**config.mk**
```make
export PLATFORM = sky130hd
export DESIGN_NAME = cpu_controller
export DESIGN_NICKNAME = d
export VERILOG_FILES = /design/src/rtl/cpu_controller.sv
export SDC_FILE = /design/constraint.sdc
export NUM_CORES = 1
export LEC_CHECK = 0
export ABC_AREA = 1
export BUFFER_PORTS_ARGS = -buffer_cell sky130_fd_sc_hd__buf_2
export CAP_MARGIN = 20
export CORE_MARGIN = 5
export CORE_UTILIZATION = 50
export DETAILED_ROUTE_END_ITERATION = 16
export GPL_TIMING_DRIVEN = 0
export PLACE_DENSITY = 0.92
export SYNTH_ARGS = -nofsm -noshare
export SYNTH_HDL_FRONTEND = slang
export SYNTH_SLANG_ARGS = --single-unit
```
**constraint.sdc**
```tcl
create_clock -name clk -period 2.8 [get_ports clk]
set_clock_uncertainty 0.15 [all_clocks]
set_input_delay 0.14 -clock clk [delete_from_list [all_inputs] [get_ports clk]]
set_output_delay 0.14 -clock clk [all_outputs]
set_load 0.05 [all_outputs]
```
**src/rtl/cpu_controller.sv**
```systemverilog
// cpu_controller: instruction register, decoder and multi-cycle control FSM for the 16-bit CPU
module cpu_controller #(
  parameter int DATA_W = 16
) (
  input  logic              clk,
  input  logic              reset_n,
  input  logic [DATA_W-1:0] mem_rdata,
  output logic [2:0]        readnum,
  output logic [2:0]        writenum,
  output logic              write,
  output logic [1:0]        vsel,
  output logic              loada,
  output logic              loadb,
  output logic              loadc,
  output logic              loads,
  output logic              asel,
  output logic              bsel,
  output logic [1:0]        shift,
  output logic [1:0]        ALUop,
  output logic [DATA_W-1:0] sximm8,
  output logic [DATA_W-1:0] sximm5,
  output logic [1:0]        mem_cmd,
  output logic              addr_sel,
  output logic              load_pc,
  output logic              reset_pc,
  output logic              load_addr,
  output logic              halt
);
  typedef enum logic [4:0] {
    S_RST, S_IF1, S_IF2, S_UPD, S_DEC, S_WIMM, S_GETA, S_GETB, S_ALU,
    S_WREG, S_ADDR, S_LADDR, S_MEMRD, S_LDRWB, S_STRB, S_STRC, S_MEMWR, S_HALT
  } state_t;

  state_t            state_q, state_d;
  logic [DATA_W-1:0] ir_q, ir_d;

  logic [2:0] opcode, rn, rd, rm;
  logic [1:0] op;
  logic       is_cmp, is_asel;

  assign opcode  = ir_q[15:13];
  assign op      = ir_q[12:11];
  assign rn      = ir_q[10:8];
  assign rd      = ir_q[7:5];
  assign rm      = ir_q[2:0];
  assign is_cmp  = {opcode, op} == 5'b10101;
  assign is_asel = {opcode, op} == 5'b11000 || {opcode, op} == 5'b10111;
  assign sximm8  = {{(DATA_W-8){ir_q[7]}}, ir_q[7:0]};
  assign sximm5  = {{(DATA_W-5){ir_q[4]}}, ir_q[4:0]};

  // Next state and instruction capture; MOV reg and MVN skip GET_A since A is forced to 0
  always_comb begin
    state_d = state_q;
    ir_d    = ir_q;
    case (state_q)
      S_RST:   state_d = S_IF1;
      S_IF1:   state_d = S_IF2;
      S_IF2:   begin state_d = S_UPD; ir_d = mem_rdata; end
      S_UPD:   state_d = S_DEC;
      S_DEC:
        casez ({opcode, op})
          5'b11010:          state_d = S_WIMM;
          5'b11000, 5'b10111: state_d = S_GETB;
          5'b101??:          state_d = S_GETA;
          5'b01100, 5'b10000: state_d = S_GETA;
          default:           state_d = S_HALT;
        endcase
      S_WIMM, S_WREG, S_LDRWB, S_MEMWR: state_d = S_IF1;
      S_GETA:  state_d = opcode == 3'b101 ? S_GETB : S_ADDR;
      S_GETB:  state_d = S_ALU;
      S_ALU:   state_d = is_cmp ? S_IF1 : S_WREG;
      S_ADDR:  state_d = S_LADDR;
      S_LADDR: state_d = opcode == 3'b011 ? S_MEMRD : S_STRB;
      S_MEMRD: state_d = S_LDRWB;
      S_STRB:  state_d = S_STRC;
      S_STRC:  state_d = S_MEMWR;
      S_HALT:  state_d = S_HALT;
      default: state_d = S_RST;
    endcase
  end

  // State and IR registers, cleared asynchronously by reset
  always_ff @(posedge clk or negedge reset_n) begin
    if (!reset_n) begin
      state_q <= S_RST;
      ir_q    <= '0;
    end else begin
      state_q <= state_d;
      ir_q    <= ir_d;
    end
  end

  // Moore control outputs decoded from state and IR fields
  always_comb begin
    readnum   = '0;
    writenum  = '0;
    write     = 1'b0;
    vsel      = 2'b00;
    loada     = 1'b0;
    loadb     = 1'b0;
    loadc     = 1'b0;
    loads     = 1'b0;
    asel      = 1'b0;
    bsel      = 1'b0;
    shift     = ir_q[4:3];
    ALUop     = ir_q[12:11];
    mem_cmd   = 2'b00;
    addr_sel  = 1'b0;
    load_pc   = 1'b0;
    reset_pc  = 1'b0;
    load_addr = 1'b0;
    halt      = 1'b0;
    case (state_q)
      S_RST:   begin reset_pc = 1'b1; load_pc = 1'b1; end
      S_IF1, S_IF2: begin addr_sel = 1'b1; mem_cmd = 2'b01; end
      S_UPD:   load_pc = 1'b1;
      S_WIMM:  begin writenum = rn; vsel = 2'b10; write = 1'b1; end
      S_GETA:  begin readnum = rn; loada = 1'b1; end
      S_GETB:  begin readnum = rm; loadb = 1'b1; end
      S_ALU:   begin loads = is_cmp; loadc = !is_cmp; asel = is_asel; end
      S_WREG:  begin writenum = rd; write = 1'b1; end
      S_ADDR:  begin bsel = 1'b1; shift = 2'b00; ALUop = 2'b00; loadc = 1'b1; end
      S_LADDR: load_addr = 1'b1;
      S_MEMRD: mem_cmd = 2'b01;
      S_LDRWB: begin mem_cmd = 2'b01; vsel = 2'b11; writenum = rd; write = 1'b1; end
      S_STRB:  begin readnum = rd; loadb = 1'b1; end
      S_STRC:  begin asel = 1'b1; shift = 2'b00; ALUop = 2'b00; loadc = 1'b1; end
      S_MEMWR: mem_cmd = 2'b10;
      S_HALT:  halt = 1'b1;
      default: ;
    endcase
  end
endmodule

```
# Word level (Yosys, flattened, before mapping)
# Cells that the tools add are included.
classes:
  eq_ne: 25
  reduce_logical: 13
  muxes: 24
ops:
  columns: ["operator", "count"]
  rows:
  - ["one-hot mux 5 bit (14 select lines)", 1]
  - ["equality test 5 x 4 -> 1 bit, second input constant", 9]
  - ["equality test 5 bit, second input constant", 7]
  - ["equality test 5 x 3 -> 1 bit, second input constant", 4]
  - ["OR reduction 2 bit", 6]
  - ["equality test 5 x 2 -> 1 bit, second input constant", 2]
  - ["two-way mux 1 bit", 10]
  - ["one-hot mux 5 bit (2 select lines)", 1]
  - ["one-hot mux 3 bit (3 select lines)", 1]
  - ["two-way mux 4 bit", 2]
  - ["one-hot mux 2 bit (2 select lines)", 2]
  - ["two-way mux 2 bit", 3]
  - ["one-hot mux 3 bit (2 select lines)", 1]
  - ["OR reduction 3 bit", 2]
  - ["equality test 5 x 1 -> 1 bit, second input constant", 1]
  - ["zero test 5 bit", 1]
  - ["two-way mux 5 bit", 1]
  - ["OR reduction 5 bit", 1]
  - ["one-hot mux 1 bit (2 select lines)", 2]
  - ["OR reduction 4 bit", 1]
  - ["equality test 3 x 2 -> 1 bit, second input constant", 1]
  - ["equality test 3 bit, second input constant", 1]
  - ["zero test 1 bit", 1]
  - ["logical OR 1 bit", 1]
totals:
  reg_bits: 21
  elab_cells: 64

# Logic depth before layout (Yosys ltp)
# Gate-level depths: netlist of run 1.
depth:
  ltp_word: 5
  ltp_mapped: 7
  mapped_depth_nobuf: 7

# Worst setup path after synthesis of run 1
# Ideal clock, no wire load.
synth_path:
  kind: "register to output"
  from: "register state_q[1]"
  to: "output writenum[0]"
  t_required_ps: 2510
  path_stages_with_launch: 6
  arrival_ps: 1890
  path_slack_ps: 620
  path_cell_list: "dfrtp_1 nor2_1 nand2_1 nor2_2 nand3_1 o21ai_0"
synth_between:
  elab_chain_len: 3
  word_cells_on_any_way: 5
synth_lines:
  columns: ["item", "line", "text"]
  rows:
  - ["start: declaration", "34", "state_t state_q, state_d;"]
  - ["start signal: assignment", "88", "state_q <= state_d;"]
  - ["equality test 5 x 4 -> 1 bit", "113", "case (state_q)"]
  - ["OR reduction 2 bit (no line)", null, null]
  - ["one-hot mux 3 bit (2 select lines) (*)", "113", null]
  - ["end: declaration", "9", "output logic [2:0] writenum,"]
# Every way passes the cells marked *; elsewhere a longest branch is shown, timed or not.

# Final worst setup path of run 1
layout_path:
  from: "register state_q[4]"
  to: "output readnum[2]"
layout_between:
  elab_chain_len: 2
  word_cells_on_any_way: 4
layout_lines:
  columns: ["item", "line", "text"]
  rows:
  - ["equality test 5 x 4 -> 1 bit or equality test 5 x 3 -> 1 bit (tied branches)", "113", null]
  - ["one-hot mux 3 bit (3 select lines) (*)", "113", null]
  - ["end: declaration", "8", "output logic [2:0] readnum,"]
# Marks and branches as above.

==> results.md, run 1 <==
* Final min period at 2190 ps
* Most frequent cells in the layout: 75 x buf_2, 51 x nand2_1, 33 x buf_4
* Syn. warnings at 0
* Final core occ at 72.5%
* I/O Buffers at 75
* Worst Path Required at 2510 ps
* Final hold slack at 153 ps
* Final period util at 78.3%
* Ports at 76
* Clk slew on worst S/H paths at 120 ps
* Worst hold path class: in2async
* Via count at 1772
* Worst setup EP type: primary output
* Rel. slew slack at 67.8%
* CTS H-tree depth at 1
* Drt wl/cell at 12.1 µm
* Clk buf depth at 2
* # rows at 20
* Die X at 66.0 µm
* Mux contribution to synthesized area at 0%
* Area of the mapped netlist at 1570 µm²
* Die ar. at 4360 µm²
* DR DRC count at 0
* HPWL after detailed placement at 3.28 mm
* Synth Area in Simple Gates at 33.8%
* Max Slew Vio Count at 0
* Post-Synth XOR/XNOR Area at 0%
* # diodes at 0
* Cells after Synth at 230
* Crit Path Max Fanout at 9
* Synthesis-to-finish area growth at 40.0%
* Antenna violations before repair at 0
* Num CTS Buffers at 3
* Largest family of logic cells by synthesized area: simple AND/OR/NAND/NOR gates
* Compound-Gate Fraction of Synth Area at 8.06%
* NumNets Final at 345
* DR vias/cell at 4.79
* Cell count of the worst reg-to-reg path at 5
* Achievable Freq at 456 MHz
* Worst Path Arrival at 1900 ps
* Syn nets at 248
* Vias in the first global route at 1673
* First-pass GRT wire length at 7.55 mm
* Least-Margin Pin Slew at 484 ps
* Final Hold Violating Endpoints at 0
* Overall global routing resource usage at 21.9%
* Fraction of layout cells with a size suffix above 1 at 37.1%
* Starting Density at 51.8%
* Crit Path Class: reg2out
* Yosys cell types at 21
* Avg Synthesized Cell Area at 6.82 µm²
* Initial DRC count at 240
* Setup_tns at 0 ps
* MaxCap Viol Count at 0
* DRT antenna net count at 0
* Synth Register Bits at 21
* Grt total ovfl at 0
* Status: completed
* Routability cong. at 0.900
* Final setup violation count at 0
* Worst-Skew Late Latency at 310 ps
* Startpoint Class: flop
* Post-Synth Adder-Cell Area at 0%
* Pin count of the biggest net entering global routing at 22
* Clk root buf: clkbuf_4
* Core Area at 3030 µm²
* Unrepaired setup endpoints after global routing: no
* DRT Wirelength at 4.49 mm
* CTS tree: yes
* Clock sinks at 21
* Drt first pass iters at 4
* Seq/Total Area, Yosys at 33.5%
* Die H at 66.0 µm
* Commonest non-fill, non-tap cell in the layout: buf_2
## final timing paths
path                              end  slack (ps)  startpoint
setup / recovery           readnum[2]         610  state_q[4]
hold / removal                ir_q[0]         150     reset_n
setup reg to reg              ir_q[5]        1180  state_q[3]
hold reg to reg               ir_q[8]         370     ir_q[8]
max in group asynchronous  state_q[1]        2000     reset_n
min in group clk              ir_q[8]         370     ir_q[8]
## through the flow
stage                     setup WS (ps)  instances  area (µm²)
after global placement              992        349        2000
after global routing                465        370        2190
after floorplan                     620        230        1570
final                               609        370        2190
after CTS                           607        370        2190
after detailed placement            972        349        2000
## cell type report
type,instances,area (µm²)
inverter,31,116
sequential,21,526
timing repair buffer,92,546
tap,44,55.1
clock buffer,4,26.3
fill,251,833
buffer,35,270
multi-input combinational,143,656
## synthesized netlist by cell type (all sizes together)
library cell	number	area share, %
nand2	53	13
buf	35	17
nor2	35	9.7
inv	31	7.4
nand3	25	8.0
dfrtp	21	34
a21oi	10	3.2
o21ai	8	2.6
nand4	3	1.2
o211ai	3	1.4
nor3	2	0.64
nor3b	1	0.48
o21bai	1	0.48
o22ai	1	0.40
or2	1	0.40
## worst max-delay path, cell delays in order, from the launching register on
cell and delay [ps]:
dfrtp_1 380, buf_4 170, inv_2 140, nand2_1 150
nor2_1 250, nand2_1 100, o211ai_1 110, buf_2 290
## state kept, by name, indices dropped and copies added (netlist names)
register	flops
state_q	5
ir_q	16
## routing by layer
layer	GRT usage [%]	wire, µm	vias up
met5	0	0	-
met1	26.4	1720	786
li1	-	-	889
met4	4.06	54	0
met2	39.8	2290	89
met3	5.10	428	8
## what timing repair did
| action | 4_1_cts | 5_1_grt |
|---|---|---|
| hold buffers | 17 | 0 |
| gates resized for setup | 0 | 0 |
| endpoints found under the hold margin | 37 | 0 |
| buffers inserted | 0 | 0 |
## cell families after synthesis
family                 after synthesis
AO/OA/AOI/OAI                       23
buffers and inverters               66
flip-flops                          21
AND/OR/NAND/NOR                    120
Power of run 1 is left out: the tool's default activity adds up to more than one toggle a clock period on the data nets, which glitch-free logic cannot reach.
==> run 2, diff against run 1 <==
- CORE_UTILIZATION: 50 -> 42
- PLACE_DENSITY: 0.92 -> 0.83
- clock period: 2.8 -> 1.98 ns (I/O delays scaled with it)
==> run 2 against run 1 <==
  * Design area is 9.5% higher
  * First-iteration DRC count down 62%
  * Wire length up 3.3%
  * Non-clock buffer count up 10
  * Flip-flop and latch count is the same
  * Critical path type unchanged
  * Die area rose by 16%
  * Hold slack improved by 18 ps
  * Register-to-register slack lost 760 ps
  * Via count rose by 0.73%
  * Critical path depth grew 1
==> results.md, run 2 (same netlist as run 1, synthesis figures left out) <==
* Status: completed
* Crit Path Max Fanout at 4 (-5)
* Final hold slack at 171 ps (+18.3 ps)
* Multi-input logic area at 717 µm² (+9.4%)
* Num CTS Buffers at 3 (unchanged)
* Via count at 1785 (+0.73%)
* Die ar. at 5050 µm² (+16%)
* Final setup violation count at 0 (unchanged)
* # diodes at 0 (unchanged)
* Die H at 71.1 µm (+7.7%)
* NumNets Final at 355 (+2.9%)
* DR DRC count at 0 (unchanged)
* Worst Path Arrival at 1720 ps (-180 ps)
* Routability cong. at 0.844 (-6.2%)
* Worst Path Required at 1730 ps (-780 ps)
* Vias in the first global route at 1658 (-0.90%)
* HPWL after detailed placement at 3.35 mm (+2.2%)
* Most frequent cells in the layout: 58 x buf_2, 49 x buf_4, 46 x nand2_1
* Core Area at 3630 µm² (+20%)
* Grt total ovfl at 0 (unchanged)
* Clock sinks at 21 (unchanged)
* Met2 WL at 2.43 mm (+6.1%)
* Met1 Routed Length at 1.80 mm (+4.8%)
* MaxCap Viol Count at 0 (unchanged)
* Final Hold Violating Endpoints at 0 (unchanged)
* DRT Wirelength at 4.64 mm (+3.3%)
* Largest Register: ir_q
* I/O Buffers at 75 (unchanged)
* Least-Margin Pin Slew at 482 ps (-2.23 ps)
* Largest registers: ir_q x16, state_q x5
* Drt first pass iters at 4 (unchanged)
* Die X at 71.1 µm (+7.7%)
* Commonest non-fill, non-tap cell in the layout: buf_2
* Worst-Skew Late Latency at 260 ps (-50 ps)
* # rows at 22 (+10%)
* Achievable Freq at 507 MHz
* Initial DRC count at 92 (-62%)
* DRT antenna net count at 0 (unchanged)
* Synthesis-to-finish area growth at 53.2%
* Reg area at 528 µm² (+0.48%)
* Clk root buf: clkbuf_8
* Drt wl/cell at 12.1 µm (-0.42%)
* CTS H-tree depth at 1 (unchanged)
* Antenna violations before repair at 0 (unchanged)
* Max reg flops at 16 (unchanged)
* Ports at 76 (unchanged)
* Clk slew on worst S/H paths at 70 ps (-50 ps)
* Filler cells at 315 (+25%)
* Worst hold path class: in2async
* Post-route cell area at 2400 µm² (+9.5%)
* Final period util at 99.6%
* Startpoint Class: flop
* Max Slew Vio Count at 0 (unchanged)
* Final min period at 1970 ps
* First-pass GRT wire length at 7.24 mm (-4.1%)
* Crit Path Class: reg2out
* Pin count of the biggest net entering global routing at 22 (unchanged)
* Rel. slew slack at 67.9% (+0.15 points)
* Fraction of layout cells with a size suffix above 1 at 44.6% (+7.5 points)
* Starting Density at 43.1% (-8.6 points)
* Unrepaired setup endpoints after global routing: yes
* Placed Area at 2020 µm² (+1.3%)
* Worst setup EP type: primary output
* Clk buf depth at 2 (unchanged)
* DR top layer: met4
* Overall global routing resource usage at 17.4% (-4.5 points)
* CTS tree: yes
* WL met3 at 301 µm (-30%)
* DR vias/cell at 4.65 (-2.9%)
==> run 2: worst max-delay path: stages, from the launching register on <==
cell      delay (ps)
dfrtp_1          390
buf_4            130
inv_1             90
nor2_2           200
inv_2             80
nor2_4           160
nand2_1           70
o211ai_1         100
buf_4            230
==> run 2: path summary, 6_finish.rpt <==
check / startpoint / end / slack (ps) / depth (start not counted)
min in group clk: ir_q[9] / ir_q[9] / 360 / 2
max: state_q[2] / readnum[0] / 7 / 8
max reg2reg: state_q[2] / ir_q[6] / 420 / 6
max in group asynchronous: reset_n / state_q[1] / 1160 / 2
min reg2reg: ir_q[9] / ir_q[9] / 360 / 2
min: reset_n / ir_q[3] / 170 / 2
==> run 2: metal layers <==
metal  vias to the layer above  global-route usage, %
met5                         -                      0
met4                         0                   5.85
li1                        907                      -
met3                        14                   4.12
met2                        63                   31.3
met1                       801                   20.1
==> run 2: through the flow <==
step / utilization (%) / cells / worst slack, ps / TNS [ps]
after floorplan: - / 230 / 29.1 / 0
after global placement: 55.7 / 353 / 200 / 0
after detailed placement: 55.7 / 353 / 194 / 0
after CTS: 62.1 / 374 / -41.2 / -41.2
after global routing: 66.1 / 384 / -75.3 / -210
final: 66.1 / 384 / 7.05 / 0
==> run 2: final cells by class <==
cell class,count,share of cell area [%]
sequential,21,22.0
timing repair buffer,102,27.6
tap,48,2.50
buffer,35,11.3
clock buffer,4,1.88
multi-input combinational,143,29.8
inverter,31,4.95
==> run 2: what timing repair did <==
action                                  4_1_cts  5_1_grt
hold buffers                                 17        0
endpoints found under the hold margin        37        0
resized for setup                             7       32
endpoints found under the setup margin        9       21
pin swaps                                     0        1
buffers inserted                              0       10
Power of run 2 is left out for the same reason.
==> run 3, diff against run 2 <==
- CORE_UTILIZATION: 42 -> 46
- PLACE_DENSITY: 0.83 -> 0.86
- clock period: 1.98 -> 2 ns (I/O delays scaled with it)
==> run 3 against run 2 <==
  * Final cell count decreased by 1.6%
  * Sequential share of layout area increased by 0.59 points
  * Flip-flop and latch count unchanged
  * Wire length increased by 0.91%
  * Global-route usage increased by 2.0 points
  * Highest routed layer unchanged
==> results.md, run 3 (same netlist as run 1, synthesis figures left out) <==
* Largest registers: ir_q x16, state_q x5
* DRT antenna net count at 0 (unchanged)
* Core Area at 3310 µm² (-8.9%)
* Final min period at 1940 ps
* Max Slew Vio Count at 0 (unchanged)
* Overall global routing resource usage at 19.4% (+2.0 points)
* Via count at 1820 (+2.0%)
* Starting Density at 47.4% (+4.2 points)
* Worst hold path class: in2async
* Achievable Freq at 514 MHz
* Worst-Skew Late Latency at 300 ps (+40 ps)
* # diodes at 0 (unchanged)
* Synthesis-to-finish area growth at 49.6%
* Largest Register: ir_q
* Clock sinks at 21 (unchanged)
* CTS H-tree depth at 1 (unchanged)
* CP max stage delay at 470 ps (+80 ps)
* Antenna violations before repair at 0 (unchanged)
* Crit Path Class: reg2out
* Filler cells at 288 (-8.6%)
* Startpoint Class: flop
* Grt total ovfl at 0 (unchanged)
* Clk slew on worst S/H paths at 120 ps (+50 ps)
* Routability cong. at 0.893 (+5.8%)
* First-pass GRT wire length at 6.99 mm (-3.4%)
* CTS tree: yes
* Commonest non-fill, non-tap cell in the layout: buf_2
* Initial DRC count at 146 (+59%)
* Placed cells at 351 (-0.57%)
* R2R setup slack at 400 ps (-20 ps)
* Fraction of layout cells with a size suffix above 1 at 43.7% (-0.97 points)
* Post-route insts no fill at 378 (-1.6%)
* Die X at 68.4 µm (-3.8%)
* # rows at 21 (-4.5%)
* Crit path buffers/inverters at 1 (-3)
* Final setup violation count at 0 (unchanged)
* Most frequent cells in the layout: 62 x buf_2, 49 x nand2_1, 44 x buf_4
* Worst Path Required at 1750 ps (+20 ps)
* Vias in the first global route at 1629 (-1.7%)
* Die H at 68.4 µm (-3.8%)
* Final core occ at 70.8% (+4.7 points)
* Clk buf depth at 2 (unchanged)
* NumNets Final at 351 (-1.1%)
* Worst setup EP type: primary output
* Num CTS Buffers at 3 (unchanged)
* Ports at 76 (unchanged)
* Crit Path Max Fanout at 6 (+2)
* Worst Path Arrival at 1690 ps (-30 ps)
* Final period util at 97.2%
* Unrepaired setup endpoints after global routing: yes
* Top cell family by delay on the critical path: simple AND/OR/NAND/NOR gates
* Max reg flops at 16 (unchanged)
* Rel. slew slack at 67.8% (about the same)
* HPWL after detailed placement at 3.32 mm (-0.88%)
* Placed Area at 2020 µm² (-0.12%)
* Die ar. at 4680 µm² (-7.5%)
* Crit-path cells: nor2_2, nand2_1, nor2_4, nand3_1, o21ai_2, clkbuf_4
* Pin count of the biggest net entering global routing at 22 (unchanged)
* Drt first pass iters at 5 (+1)
* Status: completed
* DR DRC count at 0 (unchanged)
* DR vias/cell at 4.81 (+3.6%)
* Post-route cell area at 2340 µm² (-2.4%)
* DRT Wirelength at 4.68 mm (+0.91%)
* Least-Margin Pin Slew at 482 ps (+0.905 ps)
* MaxCap Viol Count at 0 (unchanged)
* Drt wl/cell at 12.4 µm (+2.5%)
* Clk root buf: clkbuf_4
* I/O Buffers at 75 (unchanged)
* Slowest cell on crit path: dfrtp_2
* Final Hold Violating Endpoints at 0 (unchanged)
run 3: layout make-up:
type / count / area [µm²] / share of cell area [%]
inverter: 31 / 119 / 5.07
clock inverter: 1 / 5.00 / 0.213
buffer: 35 / 270 / 11.5
tap: 46 / 57.6 / 2.45
timing repair buffer: 98 / 627 / 26.7
sequential: 21 / 529 / 22.6
multi-input combinational: 143 / 714 / 30.5
clock buffer: 3 / 22.5 / 0.961
run 3: metal layers:
metal | share of wire (%) | up-vias | track usage, %
li1 | - | 897 | -
met1 | 40 | 835 | 23.3
met2 | 52 | 79 | 36.0
met3 | 6.7 | 9 | 1.81
met4 | 1.7 | 0 | 5.46
met5 | 0 | - | 0
run 3: what timing repair did:
action,CTS,global route
pin swaps,1,2
gates cloned,0,0
resized for setup,11,24
endpoints found under the setup margin,15,16
hold endpoints to repair,37,0
setup buffers,2,4
hold buffers,17,0
run 3: through the flow:
stage	TNS, ps	setup WS, ps	hold WS (ps)
final	0	55.9	122
after global routing	-249	-54.0	163
after CTS	0	10.5	139
after detailed placement	0	204	-60.6
after global placement	0	210	-72.1
after floorplan	0	48.1	-346
run 3: final timing paths:
path / from / to / cells after the start
worst max-delay path: state_q[1] / writenum[1] / 6
worst max register to register: state_q[3] / state_q[2] / 7
max in group asynchronous: reset_n / state_q[3] / 2
worst min-delay path: reset_n / state_q[4] / 2
worst min register to register: ir_q[10] / ir_q[10] / 2
min in group clk: ir_q[10] / ir_q[10] / 2
Power of run 3 is left out for the same reason.
